### config.mk
export PLATFORM = sky130hd
export DESIGN_NAME = tradeoff_sqrt16
export DESIGN_NICKNAME = d
export VERILOG_FILES = /design/src/rtl/tradeoff_pkg.sv /design/src/rtl/sqrt_digit_stage.sv /design/src/rtl/tradeoff_sqrt16.sv
export SDC_FILE = /design/constraint.sdc
export NUM_CORES = 1
export LEC_CHECK = 0
export CORE_MARGIN = 5
export CORE_UTILIZATION = 55
export DETAILED_ROUTE_END_ITERATION = 8
export GPL_TIMING_DRIVEN = 1
export HOLD_SLACK_MARGIN = 0.12
export PLACE_DENSITY_LB_ADDON = 0.3
export REMOVE_ABC_BUFFERS = 1
export SLEW_MARGIN = 15
export SYNTH_ARGS = -nofsm -noshare
export SYNTH_HDL_FRONTEND = slang
export SYNTH_SLANG_ARGS = --single-unit
### constraint.sdc
create_clock -name clk -period 3.2 [get_ports clk]
set_input_delay 0.64 -clock clk [delete_from_list [all_inputs] [get_ports clk]]
set_output_delay 0.64 -clock clk [all_outputs]
set_load 0.05 [all_outputs]
### src/rtl/tradeoff_pkg.sv
// tradeoff_pkg: shared widths and iteration count for the sqrt engine; TRADEOFF_RADIX4_EN selects two digits per cycle
package tradeoff_pkg;
   localparam int W_BITS = 30;
   localparam int N_BITS = W_BITS / 2 + 2;
   localparam int X_BITS = W_BITS + 2;
   localparam int ROOT_W = 16;
   localparam int REM_W = 18;
`ifdef TRADEOFF_RADIX4_EN
   localparam int DIGITS = 2;
`else
   localparam int DIGITS = 1;
`endif
   localparam int ITER = (W_BITS + 2) / 2 / DIGITS;
   localparam int CNT_W = $clog2(ITER);
endpackage

### src/rtl/sqrt_digit_stage.sv
// sqrt_digit_stage: one restoring square-root digit step producing the next remainder and root bit
module sqrt_digit_stage
   import tradeoff_pkg::*;
(
   input  logic [REM_W-1:0]  rem,
   input  logic [1:0]        pair,
   input  logic [ROOT_W-1:0] root,
   output logic [REM_W-1:0]  rem_nxt,
   output logic              q
);
   logic [REM_W+1:0] r_ext, trial, diff;
   logic unused_hi;
   assign r_ext = {rem, pair};
   assign trial = {2'b00, root, 2'b01};
   assign q = r_ext >= trial;
   assign diff = q ? r_ext - trial : r_ext;
   // remainder stays below 2*root+1, so the top two bits are always zero
   assign rem_nxt = diff[REM_W-1:0];
   assign unused_hi = ^diff[REM_W+1:REM_W];
endmodule

### src/rtl/tradeoff_sqrt16.sv
// tradeoff_sqrt16: iterative floor(sqrt(4*W)) engine that restarts on any W change; TRADEOFF_RADIX4_EN retires two bits per cycle
module tradeoff_sqrt16
   import tradeoff_pkg::*;
(
   input  logic              clk,
   input  logic              rst_n,
   input  logic [W_BITS-1:0] W,
   output logic [N_BITS-1:0] N,
   output logic              found
);
   logic [W_BITS-1:0] w_reg;
   logic [X_BITS-1:0] x, x_nxt;
   logic [REM_W-1:0]  rem, rem_a, rem_nxt;
   logic [ROOT_W-1:0] root, root_a, root_nxt;
   logic [CNT_W-1:0]  cnt;
   logic              pending, busy, done, q_a, start;

   assign start = pending | (W != w_reg);
   assign found = done & (W == w_reg);

   sqrt_digit_stage u_s0 (.rem(rem), .pair(x[X_BITS-1 -: 2]), .root(root), .rem_nxt(rem_a), .q(q_a));
   assign root_a = {root[ROOT_W-2:0], q_a};

`ifdef TRADEOFF_RADIX4_EN
   logic [REM_W-1:0] rem_b;
   logic             q_b;
   sqrt_digit_stage u_s1 (.rem(rem_a), .pair(x[X_BITS-3 -: 2]), .root(root_a), .rem_nxt(rem_b), .q(q_b));
   assign rem_nxt = rem_b;
   assign root_nxt = {root_a[ROOT_W-2:0], q_b};
   assign x_nxt = {x[X_BITS-5:0], 4'b0000};
`else
   assign rem_nxt = rem_a;
   assign root_nxt = root_a;
   assign x_nxt = {x[X_BITS-3:0], 2'b00};
`endif

   always_ff @(posedge clk or negedge rst_n) begin
      if (!rst_n) begin
         N       <= '0;
         done    <= 1'b0;
         busy    <= 1'b0;
         w_reg   <= '0;
         pending <= 1'b1;
         x       <= '0;
         rem     <= '0;
         root    <= '0;
         cnt     <= '0;
      end else if (start) begin
         w_reg   <= W;
         x       <= {W, 2'b00};
         rem     <= '0;
         root    <= '0;
         cnt     <= '0;
         busy    <= 1'b1;
         done    <= 1'b0;
         N       <= '0;
         pending <= 1'b0;
      end else if (busy) begin
         x    <= x_nxt;
         rem  <= rem_nxt;
         root <= root_nxt;
         cnt  <= cnt + 1'b1;
         if (cnt == CNT_W'(ITER - 1)) begin
            N    <= {{(N_BITS-ROOT_W){1'b0}}, root_nxt};
            busy <= 1'b0;
            done <= 1'b1;
         end
      end
   end
endmodule

==> flow_summary.toml <==
[synthesis]
yosys.cell_types.count = 53
ys_seq_area_share_pct = 48.8
synthArstFlopShare_pct = 100
synth-edff-count = 0
synthCells = 630
ys_ff_latch = 117
avgSynthCellArea_um2 = 9.53
synth_ff_type = "dfrtp_1"
yosysWarnings = 0
syn_area_um2 = 6000

[power_and_ir_drop]
power_leakage_uw = 0.00338
vdd.ir_drop.worst_mv = 0.473
cellPowerDensity_nw_per_um2 = 511

[routing]
routed_wl_um = 13800
post_drt_wl_per_cell_um = 17.1
final_antenna_net_count = 0
drtIter0Drc = 385
drc_errors = 0
firstDrtPassIters = 4
vias_per_cell = 5.66
num_vias = 4539

[sta]
rsz0062_at_grt = "false"
setup-tns-final_ns = 0
fin_hold_ws_ns = 0.525
fmaxAchievable_ghz = 0.329
finalCritPeriodShare_pct = 95.1
worst_pin_slew_ns = 0.857
fin_worst_skew_ns = 0.0134
period_minus_slack_ns = 3.04
slew_violations = 0
setup_viol = 0
hold_viol = 0
slew_headroom_pct = 42.7

[cells_and_area]
final_common_cell = "dfrtp_1"
diodes = 0
finish.instance_area_um2 = 7140
nNetsFinal = 700
area.sequential_um2 = 2930
area_growth_pct = 18.9
fillers = 859
multi_input_area_um2 = 2730
drive_above_1_share_pct = 8.31
final_cell_mix = "dfrtp_1 (115), nand2_1 (95), nor2_1 (48)"

[clock_network]
clock_latency_ns = 0.52
clk_root_buffer_cell = "clkbuf_8"
cts_sinks = 117
cts_tree = "built"
cts-buffers-inserted = 17
cts.reportedPaths.clkPinSlew_ns = 0.06
clk_path_buf_depth = 2
post_cts_buffers = 0
cts_max_level = 4

[worst_setup_path]
cp.arrival_ns = 2.40
cp_slowest_stage_delay_ns = 0.48
critPathSlowestCell = "clkdlybuf4s50_1"
cp.required_ns = 2.56
cp.depth = 7
reg2reg_to = "rem[1]$_DFFE_PN0P_"
crit_type = "primary input to output pin"
cp-end-kind = "output pin"
r2r_cells = 9
r2r-start = "root[11]$_DFFE_PN0P_"
r2r_slack_ns = 0.35
crit_family = "simple AND/OR/NAND/NOR gates"
cp_num_buf_inv = 3
critPathLaunchType = "primary input"
worstPathMaxFanout = 3
crit_chain = "clkdlybuf4s50_1 -> xor2_1 -> nor4_1 -> nand4_1 -> nor4b_2 -> buf_4 -> buf_12"

[global_routing]
grt_pass1_wl_um = 23100
grt_pass1_vias = 4854
grt-ovfl-total = 0
antenna_found_initial = 0
grt.total_usage_pct = 22.5
grt_max_degree = 87

[worst_hold_path]
hp-start = "N[4]$_DFFE_PN0P_"
min_to = "N[4]$_DFFE_PN0P_"
hold_path.class = "flop to flop"
holdPathStages = 2

[floorplanning]
fp.dieW_um = 114
num_rows = 38
dieArea_um2 = 13100
initial_core_util_pct = 55.9
pin_count = 50
placeableCoreArea_um2 = 10700
die_y_um = 114

[placement]
place_area_um2 = 6520
portBuffers = 48
dpl.hpwl_um = 9410
routabilityCongestion = 0.882

[flow_run]
cap_viol_max_count = 0

[run_status]
outcome = "finished clean"
-- routing by layer --
layer	share of wire [%]	vias to the layer above	global-route usage, %
met2	50	102	36.6
met4	1.9	0	8.55
met3	4.0	24	6.18
li1	-	2181	-
met5	0	-	0
met1	44	2232	28.8
-- synth_stat cells, types with 2 or more instances --
master,number,area (um2)
a21boi_0,3,22.5
xor2_1,26,228
inv_1,27,101
buf_2,5,25.0
or3_1,3,18.8
nand4_1,7,43.8
xnor2_1,18,158
a31o_2,2,17.5
nand2_1,96,360
a31oi_1,2,12.5
buf_6,3,33.8
clkbuf_1,51,191
nand3_1,10,50.1
ha_1,19,238
mux2i_1,46,460
buf_4,2,15.0
nor2_1,48,180
a211oi_1,3,22.5
a21oi_1,35,175
o21ai_0,39,195
o211ai_1,4,30.0
nor4_1,7,43.8
nor3_1,6,30.0
nor2b_1,2,12.5
and2_1,2,12.5
a311oi_1,9,78.8
a21o_1,2,15.0
o311ai_0,2,17.5
dfrtp_1,116,2900
o21a_1,7,52.6
or4_1,3,22.5
and4_1,2,17.5
and3_1,2,12.5
nand3b_1,2,15.0
-- power breakdown --
part / total, uW / switching (uW) / internal, uW
Combinational: 204 / 111 / 92.9
Sequential: 1540 / 23.2 / 1520
Clock: 1900 / 675 / 1230
-- cells by family (layout without fill, tap and decap cells) --
kind of cell / Yosys count / count (layout) / share of synthesized area [%]
other cells: 1 / 2 / 0.0625
flops: 117 / 117 / 48.8
mux: 46 / 46 / 7.67
fa+ha+maj: 19 / 19 / 3.96
xor+xnor: 44 / 44 / 6.42
simple gates: 193 / 193 / 14.2
compound gates: 122 / 122 / 12.8
buf+inv: 88 / 119 / 6.11
-- how the worst max path moves through the flow --
stage	to	slack (ns)	startpoint
final	found	0.16	W[5]
after global routing	found	0.06	W[2]
after CTS	found	0.07	W[28]
after detailed placement	rem[17]$_DFFE_PN0P_	0.05	W[25]
after global placement	rem[17]$_DFFE_PN0P_	0.03	W[28]
after floorplan	rem[1]$_DFFE_PN0P_	-0.44	busy$_DFF_PN0_
-- worst min-delay path, stage by stage, from the launching register on --
cell,delay (ns)
dfrtp_1,0.37
nand2_1,0.06
a21oi_1,0.05
-- layout make-up --
cell class              instances  share of cell area (%)
flip-flops and latches        117                    41.1
multi-input cells             426                    38.2
repair buffers                 60                    8.48
clock buffers                  20                    6.24
well taps                     140                    2.45
clock inverters                12                    2.16
inverters                      27                    1.42
-- per-stage QoR --
stage	std cells	util [%]	setup slack (ns)	total power, uW
floorplan	570	-	-0.437	1650
global placement	769	60.6	0.0294	1760
detailed placement	769	60.6	0.0537	1770
CTS	802	66.3	0.0746	3660
global route	802	66.4	0.0558	3770
finish	802	66.4	0.158	3650
-- what timing repair did --
item                                    4_1_cts  5_1_grt
resized for setup                             0        3
hold buffers                                  1        0
endpoints found under the setup margin        0        2
hold endpoints to repair                     27        0
(Power assumes the default switching activity.)
